[config.mk]
export PLATFORM = sky130hd
export DESIGN_NAME = acc_x_responder
export DESIGN_NICKNAME = d
export VERILOG_FILES = /design/src/rtl/acc_x_pkg.sv /design/src/rtl/acc_x_resp_fifo.sv /design/src/rtl/acc_x_responder.sv
export SDC_FILE = /design/constraint.sdc
export NUM_CORES = 1
export LEC_CHECK = 0
export ABC_AREA = 1
export CAP_MARGIN = 20
export CELL_PAD_IN_SITES_DETAIL_PLACEMENT = 2
export CELL_PAD_IN_SITES_GLOBAL_PLACEMENT = 2
export CORE_ASPECT_RATIO = 0.8
export CORE_MARGIN = 1
export CORE_UTILIZATION = 32
export DETAILED_ROUTE_END_ITERATION = 8
export GPL_TIMING_DRIVEN = 0
export PLACE_DENSITY_LB_ADDON = 0.1
export SYNTH_ARGS = -nofsm -noshare
export SYNTH_HDL_FRONTEND = slang
export SYNTH_SLANG_ARGS = --single-unit
[constraint.sdc]
create_clock -name clk_i -period 3.81 [get_ports clk_i]
set_input_delay 0.762 -clock clk_i [delete_from_list [all_inputs] [get_ports clk_i]]
set_output_delay 0.762 -clock clk_i [all_outputs]
set_load 0.02 [all_outputs]
[src/rtl/acc_x_pkg.sv]
// acc_x_pkg: shared decode constants and response bundle for acc_x_responder.
// The response data field is sized for the widest supported DataWidth.
package acc_x_pkg;

  localparam logic [6:0] AccXOpcode = 7'b0001011;
  localparam int unsigned MaxDataWidth = 64;

  typedef enum logic [2:0] {
    F3_ADD = 3'b000,
    F3_SUB = 3'b001,
    F3_XOR = 3'b010,
    F3_ACC = 3'b011,
    F3_CLR = 3'b100
  } funct3_e;

  typedef struct packed {
    logic [MaxDataWidth-1:0] data;
    logic [4:0]              rd;
    logic                    error;
  } resp_t;

  function automatic logic wb_expected(input logic [2:0] f3);
    case (f3)
      F3_ADD, F3_SUB, F3_XOR, F3_ACC: return 1'b1;
      default:                        return 1'b0;
    endcase
  endfunction

endpackage

[src/rtl/acc_x_resp_fifo.sv]
// acc_x_resp_fifo: power-of-two response FIFO, outputs zero while empty.
// Full is taken from the registered count so a same-cycle pop never admits.
module acc_x_resp_fifo #(
  parameter int unsigned Depth = 4,
  parameter type         T     = acc_x_pkg::resp_t
) (
  input  logic clk_i,
  input  logic rst_i,
  input  logic push_i,
  input  T     wdata_i,
  input  logic pop_i,
  output T     rdata_o,
  output logic valid_o,
  output logic full_o
);
  localparam int unsigned PW = $clog2(Depth);

  logic [PW-1:0] wptr_q, rptr_q;
  logic [PW:0]   cnt_q;
  logic          do_push, do_pop;
  T              mem_q [Depth];

  assign valid_o = cnt_q != '0;
  assign full_o  = cnt_q == (PW+1)'(Depth);
  assign do_push = push_i & ~full_o;
  assign do_pop  = pop_i & valid_o;
  assign rdata_o = valid_o ? mem_q[rptr_q] : '0;

  always_ff @(posedge clk_i) begin
    if (do_push) mem_q[wptr_q] <= wdata_i;
  end

  always_ff @(posedge clk_i or posedge rst_i) begin
    if (rst_i) begin
      wptr_q <= '0;
      rptr_q <= '0;
      cnt_q  <= '0;
    end else begin
      if (do_push) wptr_q <= wptr_q + PW'(1);
      if (do_pop)  rptr_q <= rptr_q + PW'(1);
      case ({do_push, do_pop})
        2'b10:   cnt_q <= cnt_q + (PW+1)'(1);
        2'b01:   cnt_q <= cnt_q - (PW+1)'(1);
        default: cnt_q <= cnt_q;
      endcase
    end
  end

endmodule

[src/rtl/acc_x_responder.sv]
// acc_x_responder: custom-0 offload unit (ADD/SUB/XOR) with ordered responses.
// Define ACC_X_RESPONDER_ACCU_EN to add the accumulator ops ACC and CLR.
module acc_x_responder
  import acc_x_pkg::*;
#(
  parameter int unsigned DataWidth = 32,
  parameter int unsigned Depth     = 4
) (
  input  logic                      clk_i,
  input  logic                      rst_i,
  input  logic [31:0]               q_instr_data_i,
  input  logic [1:0][DataWidth-1:0] q_rs_i,
  input  logic [1:0]                q_rs_valid_i,
  input  logic                      q_rd_clean_i,
  input  logic                      q_valid_i,
  output logic                      q_ready_o,
  output logic                      k_accept_o,
  output logic [1:0]                k_writeback_o,
  output logic [DataWidth-1:0]      p_data_o,
  output logic [4:0]                p_rd_o,
  output logic                      p_error_o,
  output logic                      p_dualwb_o,
  output logic                      p_valid_o,
  input  logic                      p_ready_i
);
  logic [2:0]           f3;
  logic                 is_op, is_add, is_sub, is_xor;
  logic                 is_acc, is_clr;
  logic                 claimed, use_rs1, use_rs2, wb;
  logic                 ops_ok, grant, fire, push, full;
  logic [DataWidth-1:0] rs1, rs2, res;
  logic                 res_err;
  resp_t                wdata, rdata;
  logic                 unused_bits;

  assign rs1    = q_rs_i[0];
  assign rs2    = q_rs_i[1];
  assign f3     = q_instr_data_i[14:12];
  assign is_op  = (q_instr_data_i[6:0] == AccXOpcode)
                & (q_instr_data_i[31:25] == 7'd0);
  assign is_add = f3 == F3_ADD;
  assign is_sub = f3 == F3_SUB;
  assign is_xor = f3 == F3_XOR;

`ifdef ACC_X_RESPONDER_ACCU_EN
  logic [DataWidth-1:0] acc_q, acc_sum;
  logic                 acc_ovf;

  assign is_acc  = f3 == F3_ACC;
  assign is_clr  = f3 == F3_CLR;
  assign acc_sum = acc_q + rs1;
  // Signed overflow: equal operand signs, sum sign differs.
  assign acc_ovf = (acc_q[DataWidth-1] == rs1[DataWidth-1])
                 & (acc_sum[DataWidth-1] != acc_q[DataWidth-1]);

  always_ff @(posedge clk_i or posedge rst_i) begin
    if (rst_i)               acc_q <= '0;
    else if (fire && is_acc) acc_q <= acc_sum;
    else if (fire && is_clr) acc_q <= '0;
  end

  assign p_error_o = rdata.error;
`else
  assign is_acc    = 1'b0;
  assign is_clr    = 1'b0;
  assign p_error_o = 1'b0;
`endif

  assign claimed = is_op & (is_add | is_sub | is_xor | is_acc | is_clr);
  assign use_rs1 = is_add | is_sub | is_xor | is_acc;
  assign use_rs2 = is_add | is_sub | is_xor;
  assign wb      = wb_expected(f3);
  assign ops_ok  = (~use_rs1 | q_rs_valid_i[0])
                 & (~use_rs2 | q_rs_valid_i[1]);
  assign grant   = ops_ok & (~wb | q_rd_clean_i) & ~full;

  assign q_ready_o     = ~claimed | grant;
  assign k_accept_o    = claimed & grant;
  assign k_writeback_o = {1'b0, claimed & wb};
  assign fire          = q_valid_i & claimed & grant;
  assign push          = fire & wb;

  always_comb begin
    res     = '0;
    res_err = 1'b0;
    unique case (1'b1)
      is_add: res = rs1 + rs2;
      is_sub: res = rs1 - rs2;
      is_xor: res = rs1 ^ rs2;
`ifdef ACC_X_RESPONDER_ACCU_EN
      is_acc: begin
        res     = acc_sum;
        res_err = acc_ovf;
      end
`endif
      default: ;
    endcase
  end

  assign wdata = '{data:  MaxDataWidth'(res),
                   rd:    q_instr_data_i[11:7],
                   error: res_err};

  acc_x_resp_fifo #(
    .Depth (Depth),
    .T     (resp_t)
  ) u_fifo (
    .clk_i   (clk_i),
    .rst_i   (rst_i),
    .push_i  (push),
    .wdata_i (wdata),
    .pop_i   (p_ready_i),
    .rdata_o (rdata),
    .valid_o (p_valid_o),
    .full_o  (full)
  );

  assign p_data_o    = rdata.data[DataWidth-1:0];
  assign p_rd_o      = rdata.rd;
  assign p_dualwb_o  = 1'b0;
  assign unused_bits = ^{q_instr_data_i[24:15], rdata};

endmodule

### After elaboration in Yosys (flattened, before gate mapping)

Memory sizes are Yosys's and may differ from the RTL's.
Index checks and enable logic that the tools add are counted.

| operators by class | value |
|---|---|
| $add $sub $neg | 6 |
| equal/unequal tests | 7 |
| mux-type cells | 6 |
| bitwise logic cells | 23 |
| reduce and logical (&&, ||, !) cells | 5 |

Operator list:

| kind | count |
|---|---|
| $pmux 32 s3 | 1 |
| $mux 38 | 1 |
| $add 32x32->32 | 1 |
| $sub 32x32->32 | 1 |
| $xor 32x32->32 | 1 |
| $and 1x1->1 | 12 |
| $eq 7x4->1 const B | 1 |
| $logic_not 7->1 | 1 |
| $eq 3x2->1 const B | 2 |
| $or 1x1->1 | 6 |
| $pmux 3 s2 | 1 |
| $add 2x1->2 const B | 2 |
| $not 1->1 | 4 |
| $reduce_or 4->1 | 1 |
| $add 3x1->3 const B | 1 |
| $eq 3x1->1 const B | 1 |
| $eq 3x3->1 const B | 1 |
| $logic_not 3->1 | 1 |
| $mux 1 | 3 |
| $reduce_bool 3->1 | 1 |
| $sub 3x1->3 const B | 1 |
| $eq 2x1->1 const B | 1 |
| $eq 2x2->1 const B | 1 |
| $reduce_bool 2->1 | 1 |

| word-level totals | value |
|---|---|
| register bits after elaboration | 7 |
| RAM bits | 148 |
| input port bits | 103 |
| output and inout port bits | 44 |
| word-level logic and storage cells | 51 |
| memories | 1 |

Memory list:

| name | depth | bits a word | read ports | clocked after Yosys merged registers in | wr ports | RTL line | source |
|---|---|---|---|---|---|---|---|
| u_fifo.mem_q | 4 | 37 | 1 | 0 | 1 | acc_x_resp_fifo.sv:21 | `T mem_q [Depth];` |

### Depth between registers and ports, before layout

| depth | value |
|---|---|
| depth after elaboration | 13 |
| depth in mapped cells | 23 |
| gate-level depth less buffers | 23 |

### Modules after synthesis

From an unflattened synthesis, not the netlist that was laid out.

| second synthesis, totals | value |
|---|---|
| cell total of the unflattened synthesis | 1,945 |
| area, all modules | 16,513.3 um^2 |

By module, submodules not included:

| module | instances | cells each | area an instance (um^2) |
|---|---|---|---|
| acc_x_resp_fifo | 1 | 1,163 | 12,518.3 |
| acc_x_responder | 1 | 782 | 3,995.1 |

### Worst setup path after synthesis

Ideal clock, no wire load.

| timing path | value |
|---|---|
| path type | input-to-reg |
| start point | in q_instr_data_i[14] |
| end point | mem u_fifo.mem_q[0][0] in the netlist's numbering (enable) |
| library setup time | 431 ps |
| arrival | 3,232 ps |
| path slack | 147 ps |
| stages on the path | 7 |
| buffers on the path | 0 |
| cell sequence | inv_2 -> nand3_2 -> nand2_1 -> nand3_1 -> nor2_2 -> nand4_4 -> nor2_1 |

| on the way | value |
|---|---|
| cells in the longest elaborated chain, start to end | 13 |
| elaborated cells between the ends (all ways) | 23 |
| those cells by class | eq/ne: 3; mux: 3; bitwise: 15; reduce/logical: 2 |

Ends and longest elaborated chain:

| what | RTL line | source |
|---|---|---|
| start, declared | acc_x_responder.sv:11 | `input logic [31:0] q_instr_data_i,` |
| $eq 3x1->1 / $logic_not 3->1 (equally long branches) | acc_x_pkg.sv:23, acc_x_responder.sv:42, acc_x_responder.sv:41 |  |
| $or 1x1->1 (2 in a row) | acc_x_responder.sv:69, acc_x_responder.sv:70, acc_x_responder.sv:71 |  |
| $not 1->1 | acc_x_responder.sv:73, acc_x_responder.sv:74 |  |
| $or 1x1->1 (on tied branches) | acc_x_responder.sv:73, acc_x_responder.sv:74 |  |
| $and 1x1->1 | acc_x_responder.sv:74 | `& (~use_rs2 \| q_rs_valid_i[1]);` |
| $and 1x1->1 (2 in a row) | acc_x_responder.sv:75 | `assign grant = ops_ok & (~wb \| q_rd_clean_i) & ~full;` |
| $and 1x1->1 | acc_x_responder.sv:80 | `assign fire = q_valid_i & claimed & grant;` |
| $and 1x1->1 * | acc_x_responder.sv:81 | `assign push = fire & wb;` |
| $and 1x1->1 * | acc_x_resp_fifo.sv:25 | `assign do_push = push_i & ~full_o;` |
| $mux 1 * | acc_x_resp_fifo.sv:30 | `if (do_push) mem_q[wptr_q] <= wdata_i;` |
| $mux 1 (not written as such) * | acc_x_resp_fifo.sv:30 |  |
| end, declared | acc_x_resp_fifo.sv:21 |  |

Every way passes the cells marked *; elsewhere a longest branch is shown, timed or not.

### Worst setup path after layout

| timing path | value |
|---|---|
| start point | in q_rs_i[32] in the netlist's numbering |
| end point | mem u_fifo.mem_q[0][33] in the netlist's numbering (data pin) |

| on the way | value |
|---|---|
| cells in the longest elaborated chain, start to end | 2 |
| elaborated cells between the ends (all ways) | 3 |
| those cells by class | add/sub: 2; mux: 1 |

Ends and longest elaborated chain:

| what | RTL line | source |
|---|---|---|
| start, declared | acc_x_responder.sv:12 | `input logic [1:0][DataWidth-1:0] q_rs_i,` |
| $sub 32x32->32 / $add 32x32->32 (equally long branches) | acc_x_responder.sv:88, acc_x_responder.sv:87 |  |
| $pmux 32 s3 * | acc_x_responder.sv:86 | `unique case (1'b1)` |
| via res[28] | acc_x_responder.sv:31 | `logic [DataWidth-1:0] rs1, rs2, res;` |

Mark *: on every way through the listed nets, which the timed path passes. The rest lies on a longest branch.

==> reports/results.tsv <==
stage	metric	value	unit
hold_path	min_from	u_fifo.cnt_q[0]	
routing	drt_iter0_markers	420	
sta	setup-tns-final	0	ps
floorplanning	die_area	0.03237	sq mm
worst_setup_path	end_kind	flop	
worst_setup_path	rr_worst_depth	11	
sta	relSlewSlack	46.90	%
hold_path	min_path_type	reg -> reg	
worst_setup_path	cp.required	3950	ps
cts	cts_buffers	17	
worst_setup_path	path_depth	20	
yosys	yosysWarningCount	0	
yosys	yosysMostFrequentCell	nand2_1	
worst_setup_path	r2r-end	u_fifo.cnt_q[2]	
yosys	yosysTopAreaCellShare	43.88	%
yosys	ys_seq_area_share	45.61	%
floorplanning	die_x	200.9	microns
power_and_ir_drop	p_total	7.262	mW
flow_run	cap_violations	0	
layout	nNetsFinal	1582	
worst_setup_path	path_common_cell	nand2_1	
cts	postCtsHoldBufs	0	
cts	clock_latency	420	ps
global_routing	grt_pass1_wl	59430	microns
yosys	yosys-top-cells-area	edfxtp_1 (44%), nand2_1 (11%), nor2_1 (9.0%), inv_1 (5.2%), ha_1 (4.6%)	
cts	htreeDepth	4	
worst_setup_path	crit_family	simple AND/OR/NAND/NOR gates	
cts	clock_sinks	155	
sta	rsz0062_at_grt	yes	
hold_path	hold_depth	1	
routing	wire_per_inst	20.42	microns
routing	dr_wl_met3	1091	microns
worst_setup_path	crit_path_max_incr_delay	450	ps
yosys	ys_seq_elements	155	
layout	utilization	43.09	%
routing	wirelength_met1	18230	microns
yosys	synth_commonest_cells	nand2_1 (287), nor2_1 (243), edfxtp_1 (148), inv_1 (139), o21ai_0 (89)	
layout	drive_gt1_share	13.56	%
layout	area_growth	30.77	%
routing	via_per_inst	4.965	
global_routing	grt-ovfl-total	0	
yosys	netlist_area	0.01013	sq mm
sta	period_share	96.70	%
floorplanning	rows	57	
yosys	syn_inst	1280	
worst_setup_path	cp_cell_sequence	clkdlybuf4s50_1 > inv_2 > ha_2 > nand4_2 > nor2_4 > nand2_4 > nor2_8 > nand2_2 > nand2_4 > xor2_2 > ha_4 > nand2_2 > nor2_1 > nand2_1 > nor3_1 > nand2_1 > nand2_1 > nand2_1 > nand3_1 > nand2_2	
floorplanning	core-area	0.03074	sq mm
sta	finalHoldViolCount	0	
routing	ant_nets	0	
sta	period_needed	3684	ps
status	run_status	finished clean	
placement	gp_congestion	0.7992	
floorplanning	ioPinCount	147	
floorplanning	die_h	161.1	microns
yosys	async_flop_share	4.516	%
routing	drt_wl_total	38100	microns
worst_setup_path	crit_type	in -> reg	
routing	firstDrtPassIters	4	
power_and_ir_drop	p_leak	5.468	nW
cts	cts_tree	yes	
routing	vias	9264	
hold_path	whs_endpoint	u_fifo.cnt_q[0]	
layout	diodes	0	
worst_setup_path	crit_slowest_cell	clkdlybuf4s50_1	
yosys	synth_ff_type	edfxtp_1	
cts	clock_path_buffers	2	
global_routing	grtUsageTotal	24.02	%
worst_setup_path	worst-path-buf-inv	2	
sta	max_freq	271.4	MHz
routing	highest_layer	met4	
global_routing	antenna_found_initial	1	
yosys	synth.distinct_cells	46	
worst_setup_path	cp_max_fo	4	
sta	finalMaxSlewViolations	0	
worst_setup_path	r2r_start	u_fifo.cnt_q[0]	
worst_setup_path	crit_arrival	3820	ps
power_and_ir_drop	peakVddDrop	0.3227	mV
layout	fill_cells	3454	
placement	port_buffers	132	
global_routing	grt_max_degree	29	
worst_setup_path	cp-start-kind	input pin	
yosys	synth-edff-count	148	
placement	dp_hpwl	29870	microns
sta	setup_viol	0	
global_routing	grt_pass1_vias	10430	
worst_setup_path	r2r_setup_slack	1170	ps
yosys	syn_avg_cell_area	7.913	sq um
sta	tightest_slew	796.6	ps
yosys	synth_largest_area_cell	edfxtp_1	
floorplanning	initial_core_util	32.95	%
routing	wl_met2	18410	microns
cts	cts-root-buf	clkbuf_16	
power_and_ir_drop	power.density	548.3	mW/mm^2
cts	clkTransAtPathRegs	70	ps
routing	drc	0	
sta	fin_skew	13.96	ps
[per-layer routing]
| metal | vias to the layer above | global-route usage, % |
|---|---|---|
| met5 | - | 0 |
| met4 | 0 | 4.094 |
| met3 | 27 | 2.563 |
| met2 | 151 | 42.14 |
| met1 | 4599 | 32.30 |
| li1 | 4487 | - |
[cells in the final DEF, fill, tap and decap left out, drive strengths merged, types with 30 or more instances in the layout]
master / Yosys / final
a21oi: 66 / 66
buf: 23 / 30
clkbuf: 16 / 34
clkdlybuf4s50: 0 / 121
edfxtp: 148 / 148
ha: 37 / 37
inv: 151 / 158
nand2: 296 / 296
nand3: 62 / 62
nor2: 249 / 249
o21ai: 96 / 96
xor2: 39 / 39
[layout make-up]
cell class	instances	area [sq um]	area share, %
clock buffers	18	429.2	3.240
clock inverters	14	182.7	1.379
flip-flops and latches	155	4619	34.88
repair buffers	140	1459	11.01
inverters	153	574.3	4.336
well taps	413	516.7	3.901
multi-input cells	935	5280	39.86
plain buffers	38	183.9	1.389
[cells by family (layout without fill, tap and decap cells)]
family	after synthesis	in the layout	share of synthesized area [%]
adder cells (fa/ha/maj)	39	39	4.966
other	1	3	0.03702
buffers and inverters	192	363	7.474
AO/OA/AOI/OAI	181	181	9.376
flip-flops	155	155	45.61
XOR/XNOR	66	66	5.781
AND/OR/NAND/NOR	646	646	26.76
[metrics by stage]
step	cell area [sq um]	std cells	hold slack, ps	setup WS [ps]
final	13250	1866	553.2	125.7
after global routing	13250	1866	593.5	-73.76
after CTS	12800	1865	558.0	8.323
after detailed placement	12090	1831	542.2	-899.9
after global placement	11970	1827	525.0	-1826
after floorplan	10140	1282	489.6	146.7
[worst max-delay path by stage]
stage / from / end / slack [ps]
5_1_grt: q_rs_i[43] / u_fifo.mem_q[0][36] / -70
3_5_place_dp: q_instr_data_i[14] / u_fifo.mem_q[1][35] / -900
4_1_cts: q_instr_data_i[14] / u_fifo.mem_q[0][15] / 8
3_3_place_gp: q_instr_data_i[14] / u_fifo.mem_q[3][28] / -1830
2_1_floorplan: q_instr_data_i[14] / u_fifo.mem_q[0][0] / 150
6_report: q_rs_i[32] / u_fifo.mem_q[0][33] / 130
[registers in the layout, summed over array words and instances, names as in the netlist]
signal,cells
u_fifo.cnt_q,3
u_fifo.wptr_q,2
u_fifo.rptr_q,2
u_fifo.mem_q,148
[power breakdown]
group	total (mW)	internal, mW	switching, mW
logic	3.56	1.31	2.24
clock network	1.75	1.05	0.706
registers	1.95	1.92	0.0288
[timing repair]
| action | in CTS | in global routing |
|---|---|---|
| pin swaps | 3 | 14 |
| endpoints found under the hold margin | 0 | 0 |
| gates resized for setup | 27 | 113 |
| setup buffers | 3 | 1 |
| setup endpoints to repair | 98 | 92 |
Power figures use the tool's default switching activity.
